**src/rtl/axi_read_arbiter.sv**
```systemverilog
// Round-robin arbiter sharing one AXI read master between icache (0) and dcache (1), one whole burst at a time.
// AR issues one cycle after a request is seen in IDLE; backpressure passes straight through in both directions.
module axi_read_arbiter #(
  parameter int ADDR_WIDTH = 64,
  parameter int DATA_WIDTH = 64
) (
  input  logic                  clk,
  input  logic                  reset,
  input  logic                  ic_arvalid,
  input  logic [ADDR_WIDTH-1:0] ic_araddr,
  input  logic [7:0]            ic_arlen,
  input  logic [2:0]            ic_arsize,
  input  logic [1:0]            ic_arburst,
  output logic                  ic_arready,
  output logic                  ic_rvalid,
  output logic [DATA_WIDTH-1:0] ic_rdata,
  output logic                  ic_rlast,
  input  logic                  ic_rready,
  input  logic                  dc_arvalid,
  input  logic [ADDR_WIDTH-1:0] dc_araddr,
  input  logic [7:0]            dc_arlen,
  input  logic [2:0]            dc_arsize,
  input  logic [1:0]            dc_arburst,
  output logic                  dc_arready,
  output logic                  dc_rvalid,
  output logic [DATA_WIDTH-1:0] dc_rdata,
  output logic                  dc_rlast,
  input  logic                  dc_rready,
  output logic                  m_axi_arvalid,
  output logic [ADDR_WIDTH-1:0] m_axi_araddr,
  output logic [7:0]            m_axi_arlen,
  output logic [2:0]            m_axi_arsize,
  output logic [1:0]            m_axi_arburst,
  input  logic                  m_axi_arready,
  input  logic                  m_axi_rvalid,
  input  logic [DATA_WIDTH-1:0] m_axi_rdata,
  input  logic                  m_axi_rlast,
  output logic                  m_axi_rready,
  output logic                  instruction_cache_reading,
  output logic                  data_cache_reading,
  output logic                  burst_len_err
);

  typedef enum logic [1:0] {
    IDLE = 2'd0,
    ADDR = 2'd1,
    DATA = 2'd2
  } state_t;

  state_t      r_state;
  state_t      w_state_nxt;
  logic        r_grant;
  logic        w_grant_nxt;
  logic        r_last_grant;
  logic        w_last_grant_nxt;
  logic [7:0]  r_beats_left;
  logic [7:0]  w_beats_left_nxt;
  logic        r_burst_len_err;
  logic        w_err_nxt;
  logic        w_g_rready;
  logic        w_r_fire;

  always_ff @(posedge clk) begin
    if (reset) begin
      r_state         <= IDLE;
      r_grant         <= 1'b0;
      r_last_grant    <= 1'b1;
      r_beats_left    <= 8'd0;
      r_burst_len_err <= 1'b0;
    end else begin
      r_state         <= w_state_nxt;
      r_grant         <= w_grant_nxt;
      r_last_grant    <= w_last_grant_nxt;
      r_beats_left    <= w_beats_left_nxt;
      r_burst_len_err <= w_err_nxt;
    end
  end

  always_comb begin
    w_state_nxt      = r_state;
    w_grant_nxt      = r_grant;
    w_last_grant_nxt = r_last_grant;
    w_beats_left_nxt = r_beats_left;
    w_err_nxt        = r_burst_len_err;
    w_g_rready       = r_grant ? dc_rready : ic_rready;
    w_r_fire         = 1'b0;
    ic_arready       = 1'b0;
    dc_arready       = 1'b0;
    ic_rvalid        = 1'b0;
    ic_rdata         = '0;
    ic_rlast         = 1'b0;
    dc_rvalid        = 1'b0;
    dc_rdata         = '0;
    dc_rlast         = 1'b0;
    m_axi_arvalid    = 1'b0;
    m_axi_araddr     = '0;
    m_axi_arlen      = 8'd0;
    m_axi_arsize     = 3'd0;
    m_axi_arburst    = 2'd0;
    m_axi_rready     = 1'b0;

    // Outputs are forced quiet while reset is held so the interconnect sees nothing mid-reset.
    if (!reset) begin
      case (r_state)
        IDLE: begin
          if (ic_arvalid || dc_arvalid) begin
            w_grant_nxt = (ic_arvalid && dc_arvalid) ? ~r_last_grant : dc_arvalid;
            w_state_nxt = ADDR;
          end
        end
        ADDR: begin
          m_axi_arvalid = 1'b1;
          m_axi_araddr  = r_grant ? dc_araddr  : ic_araddr;
          m_axi_arlen   = r_grant ? dc_arlen   : ic_arlen;
          m_axi_arsize  = r_grant ? dc_arsize  : ic_arsize;
          m_axi_arburst = r_grant ? dc_arburst : ic_arburst;
          ic_arready    = ~r_grant & m_axi_arready;
          dc_arready    = r_grant & m_axi_arready;
          if (m_axi_arready) begin
            w_beats_left_nxt = r_grant ? dc_arlen : ic_arlen;
            w_state_nxt      = DATA;
          end
        end
        DATA: begin
          m_axi_rready = w_g_rready;
          if (r_grant) begin
            dc_rvalid = m_axi_rvalid;
            dc_rdata  = m_axi_rdata;
            dc_rlast  = m_axi_rlast;
          end else begin
            ic_rvalid = m_axi_rvalid;
            ic_rdata  = m_axi_rdata;
            ic_rlast  = m_axi_rlast;
          end
          w_r_fire = m_axi_rvalid & w_g_rready;
          if (w_r_fire) begin
            if (r_beats_left != 8'd0) begin
              w_beats_left_nxt = r_beats_left - 8'd1;
            end
            // Length mismatch is only flagged; the FSM still trusts rlast to end the burst.
            if (m_axi_rlast && (r_beats_left != 8'd0)) begin
              w_err_nxt = 1'b1;
            end
            if (!m_axi_rlast && (r_beats_left == 8'd0)) begin
              w_err_nxt = 1'b1;
            end
            if (m_axi_rlast) begin
              w_state_nxt      = IDLE;
              w_last_grant_nxt = r_grant;
            end
          end
        end
        default: begin
          w_state_nxt = IDLE;
        end
      endcase
    end
  end

  assign instruction_cache_reading = ~reset & (r_state != IDLE) & ~r_grant;
  assign data_cache_reading        = ~reset & (r_state != IDLE) & r_grant;
  assign burst_len_err             = ~reset & r_burst_len_err;

endmodule

```
**config.mk**
```make
export PLATFORM = sky130hd
export DESIGN_NAME = axi_read_arbiter
export DESIGN_NICKNAME = d
export VERILOG_FILES = /design/src/rtl/axi_read_arbiter.sv
export SDC_FILE = /design/constraint.sdc
export NUM_CORES = 1
export LEC_CHECK = 0
export BUFFER_PORTS_ARGS = -buffer_cell sky130_fd_sc_hd__buf_4
export CELL_PAD_IN_SITES_DETAIL_PLACEMENT = 0
export CELL_PAD_IN_SITES_GLOBAL_PLACEMENT = 1
export CORE_AREA = 5 5 168 170
export CTS_BUF_LIST = sky130_fd_sc_hd__clkbuf_8
export DETAILED_ROUTE_END_ITERATION = 10
export DIE_AREA = 0 0 173 175
export PLACE_DENSITY = 0.7
export SLEW_MARGIN = 30
export SYNTH_ARGS = -nofsm -noshare
export SYNTH_HDL_FRONTEND = slang
export SYNTH_SLANG_ARGS = --single-unit
export TNS_END_PERCENT = 50
```
**constraint.sdc**
```tcl
create_clock -name clk -period 1.7 [get_ports clk]
set_clock_uncertainty 0.05 [all_clocks]
set_input_delay 0.34 -clock clk [delete_from_list [all_inputs] [get_ports clk]]
set_output_delay 0.34 -clock clk [all_outputs]
set_load 0.05 [all_outputs]
```
* Yosys cells after proc, flatten, opt, wreduce, memory -nomap -nowiden
Index checks and enable logic that the tools add are counted.
** Word-level totals
- Bits in registers :: 13
- Input bits :: 227
** Cells by class
- Add/subtract/negate cells :: 1
- Equality and inequality tests :: 7
- Muxes and demuxes :: 51
- Bitwise logic cells :: 10
- Reductions and logical operators :: 16
** Operator list (number)
- 64-bit 2-to-1 mux :: 9
- 8-bit 2-to-1 mux :: 6
- 1-bit 2-to-1 mux :: 24
- 8-bit case mux with 2 select lines :: 1
- 2-bit 2-to-1 mux :: 7
- 2-bit != test, second input constant :: 5
- 3-bit 2-to-1 mux :: 3
- 8-bit logical NOT :: 1
- 4-bit AND reduction :: 2
- 8-bit nonzero test :: 1
- 8-bit by 1-bit subtractor with 8-bit output, second input constant :: 1
- 1-bit bitwise AND :: 7
- 2-bit case mux with 3 select lines :: 1
- 3-bit AND reduction :: 2
- 2-bit nonzero test :: 3
- 1-bit logical AND :: 3
- 1-bit inverter :: 3
- 2-bit by 1-bit equality test with 1-bit output, second input constant :: 1
- 2-bit equality test, second input constant :: 1
- 2-bit logical NOT :: 1
- 2-bit AND reduction :: 1
- 1-bit logical NOT :: 1
- 1-bit logical OR :: 1

* Longest topological paths before layout
- Word-level depth :: 4
- Mapped depth :: 7
- Gate-level depth less buffers :: 5

* Least setup slack after synthesis
OpenSTA, ideal clock, no wires.
- Path type :: reg2out
- Start :: register r_grant
- End :: output port ic_rlast
- Data arrival time :: 2425 ps
- Setup slack :: -1115 ps
- Stages on the path, launching flop included :: 5
- Path buffers :: 3
- Path through :: dfxtp_1 > buf_4 > buf_2 > buf_1 > nor4_1
** On the way
- Cells in the longest elaborated chain, start to end :: 3
** Ends and longest elaborated chain
- start, declared :: line 52 : logic r_grant;
- start signal, assigned :: line 72 : r_grant <= w_grant_nxt;
- 1-bit 2-to-1 mux :: line 126 : if (r_grant) begin
- 1-bit 2-to-1 mux :: line 104 : case (r_state)
- 1-bit 2-to-1 mux :: line 103 : if (!reset) begin
- end, declared :: line 17 : output logic ic_rlast,
Every way passes these cells.

* Final worst setup path
- Start :: register r_grant
- End :: output port ic_rdata[63]
** On the way
- Cells in the longest elaborated chain, start to end :: 3
** Ends and longest elaborated chain
- 64-bit 2-to-1 mux :: line 126
- 64-bit 2-to-1 mux :: line 104
- 64-bit 2-to-1 mux :: line 103
- end, declared :: line 16 : output logic [DATA_WIDTH-1:0] ic_rdata,
Every way passes these cells.

==> metrics.md <==
| Metric | Value |
|---|---|
| Main flop type after synthesis | `dfxtp_1` |
| Total number of vias | `approximately 5,200` |
| Min-Delay Path Class | `input port to flop` |
| # Max-Cap Violations | `0` |
| Largest net degree at the start of global routing | `between 40 and 50` |
| Post-CTS Hold Fix Bufs | `0` |
| Routed len/inst | `slightly below 20 microns` |
| First-pass DRT Iterations | `4` |
| Unrepaired setup endpoints after global routing | `true` |
| Via-to-Cell Ratio | `between 3 and 4` |
| Post-synthesis register bit count | `13` |
| Worst-path cell chain | `buf_6, nor3_4, buf_6, buf_2, and2_1, buf_6` |
| Final core occ | `0.3926` |
| Row count | `60` |
| Ranking of synthesized cells by area | `and2_1 (28%), mux2i_1 (27%), nor2_1 (12%)` |
| Top-count cell post-synth | `and2_1` |
| Peak supply drop | `~0.00025 V` |
| Average size of a mapped cell | `6.594 sq um` |
| IO Pins | `roughly 440` |
| Clock sink total | `13` |
| Hold path startpoint | `m_axi_arready` |
| Synth area leader | `and2_1` |
| Area Growth Syn to Fin | `259.6%` |
| GR Util All Layers | `0.1467` |
| Hold Fails Final Rpt | `0` |
| H-tree depth | `1` |
| Number of synthesized flops with an enable pin | `0` |
| Post-route setup TNS | `-51.57 ns` |
| Synth Area in XOR/XNOR | `0` |
| Final WL | `approximately 25 mm` |
| Yosys cell types | `37` |
| CTS buffer count | `3` |
| Synth Area in Compound Gates | `0.08969` |
| Warnings, synthesis | `0` |
| Setup Viol. Count Final | `220` |
| Outcome | `complete, but fails checks` |
| Syn_nets | `669` |
| PortBufs | `approximately 440` |
| Chip Width | `173 microns` |
| Most frequent cells after synthesis | `and2_1 (128), nor2_1 (95), mux2i_1 (79)` |
| Worst hold slack | `0.3208 ns` |
| Crit path arrival time | `1.64 ns` |
| Synth top area share | `0.2760` |
| Reg2Reg Launch Point | `r_grant$_SDFFE_PP0P_` |
| Clock Tree Buf Depth | `2` |
| Initial DRC Count | `90` |
| Final period util | `1.192` |
| CP max FO | `7` |
| PD cells | `approximately 310 mW/mm^2` |
| Slew headroom | `0.7182` |
| Register area share after synthesis | `0.08969` |
| Clk Latency, worst-skew pair | `between 0.2 and 0.3 ns` |
| Final nets | `1,182` |
| TritonCTS clock tree | `yes` |
| CP Class | `flop to primary output` |
| Antenna Nets Post-Route | `0` |
| Post-Synth Adder-Cell Area | `0.008624` |
| Hpwl dp | `between 20 and 25 mm` |
| Critical Path RT | `1.31 ns` |
| Die ar. | `approximately 0.03 sq mm` |
| Slew Limit Fails | `0` |
| Ys async rst share | `0` |
| Global-route wire length before repair | `34.38 mm` |
| Drt drc | `0` |
| Setup crit start kind | `flop` |
| Core region area | `0.02658 sq mm` |
| Critical Path Source | `r_grant$_SDFFE_PP0P_` |
| GR Overflow Total | `0` |
| CP most frequent cell | `buf_6` |
| DP Worst Slack | `-0.2058 ns` |
| Main combinational cell family by area after synthesis | `simple AND/OR/NAND/NOR gates` |
| Max stage delay on crit path | `around 0.39 ns` |
| Placer congestion estimate | `slightly above 0.8` |
| Vias in the first global route | `roughly 5,500` |
| Leakage power | `0.004520 uW` |
| Layout fillers | `~2,600` |
| Layout cell share with drive strength beyond 1 | `0.8708` |
| Initial Utilization | `0.1092` |
| Worst setup margin | `-0.3267 ns` |
| Netlist Area Pre-Place | `approximately 0.0029 sq mm` |
| Initial antenna violation count | `7` |
| Worst slew pin tran | `approximately 0.42 ns` |
| Post-Synth Simple-Gate Area | `0.4709` |
| Max Fclk | `between 400 and 500 MHz` |
| Clock Pin Slew Worst Setup and Hold Paths | `around 0.06 ns` |
| Clock root buffer | `clkbuf_8` |
| Mux cell area share after synthesis | `0.2725` |
| Worst setup EP type | `primary output` |
| CP max stage cell | `dfxtp_4` |
| Vert. Die Dim | `approximately 180 microns` |
| Failing checks | `negative setup slack` |
| Mapped Cells | `440` |
| Min Clock Period, post-route | `roughly 2 ns` |
==> placed cells by master, fill, tap and decap left out, drive strengths merged, types with 2 or more instances in the layout <==
master  count
and2      128
o21ai       6
dfxtp      13
buf       543
o32ai       2
or2         2
a221o       4
inv         7
nand3       2
nand2       7
ha          2
a31oi       5
nand3b      2
a21oi      14
nor3        9
o22ai       3
nor2       95
clkbuf      7
nand2b      9
mux2i      79
diode       8
==> critical path, delay by kind of cell, from the launching register on <==
kind,cells,cell delay [ns]
flip-flops,1,0.39
AND/OR/NAND/NOR,2,0.35
buffers and inverters,4,0.63
==> metal layers <==
metal | global-route usage | vias to the layer above | wire length (microns)
li1 | - | 2501 | -
met1 | 0.1678 | 2386 | 9241
met2 | 0.2696 | 292 | 13530
met3 | 0.03527 | 22 | 1778
met4 | 0.04589 | 0 | 548
met5 | 0 | - | 0
==> final timing paths <==
kind	endpoint	slack (ns)	cells after the start
min	r_state[0]$_SDFFE_PP0P_	0.32	2
max	ic_rdata[63]	-0.33	6
min reg2reg	r_beats_left[3]$_SDFFE_PP0P_	0.43	2
max reg2reg	r_beats_left[4]$_SDFFE_PP0P_	-0.19	8
==> sequential cells by signal (all words and copies together), names as in the netlist <==
register / cells
r_grant: 1
r_burst_len_err: 1
r_beats_left: 8
r_last_grant: 1
r_state: 2
==> cells by family after synthesis <==
| kind of cell | Yosys count |
|---|---|
| simple gates | 259 |
| fa+ha+maj | 2 |
| compound gates | 40 |
| flops | 13 |
| buf+inv | 47 |
| mux | 79 |
==> layout make-up <==
cell class              count  area (sq um)  share of cell area
multi-input cells         381          3884              0.3723
flip-flops and latches     13         269.0             0.02579
clock inverters             1         3.754           0.0003598
inverters                   7         30.03            0.002878
diodes                      8         20.02            0.001919
well taps                 341         426.7             0.04090
repair buffers            547          5758              0.5519
clock buffers               3         41.29            0.003958
==> repair_timing <==
item,4_1_cts,5_1_grt
pin swaps,35,30
setup buffers,26,6
cloned,7,8
endpoints found under the setup margin,223,224
resized for setup,300,190
==> report_power, final <==
group | internal, uW | total, uW | switching [uW] | leakage, uW
registers | 324 | 345 | 21.5 | 0.000108
logic | 1320 | 2640 | 1330 | 0.00439
clock network | 160 | 280 | 120 | 0.0000269
total | 1800 | 3270 | 1470 | 0.00452
==> per-stage QoR <==
stage	instance area, sq um	cells	power, uW
2_1_floorplan	3879	440	1479
3_3_place_gp	7823	1247	2344
3_5_place_dp	7823	1247	2356
4_1_cts	9634	1284	3182
5_1_grt	10430	1300	3432
6_report	10430	1301	3270
(Power assumes the default switching activity.)
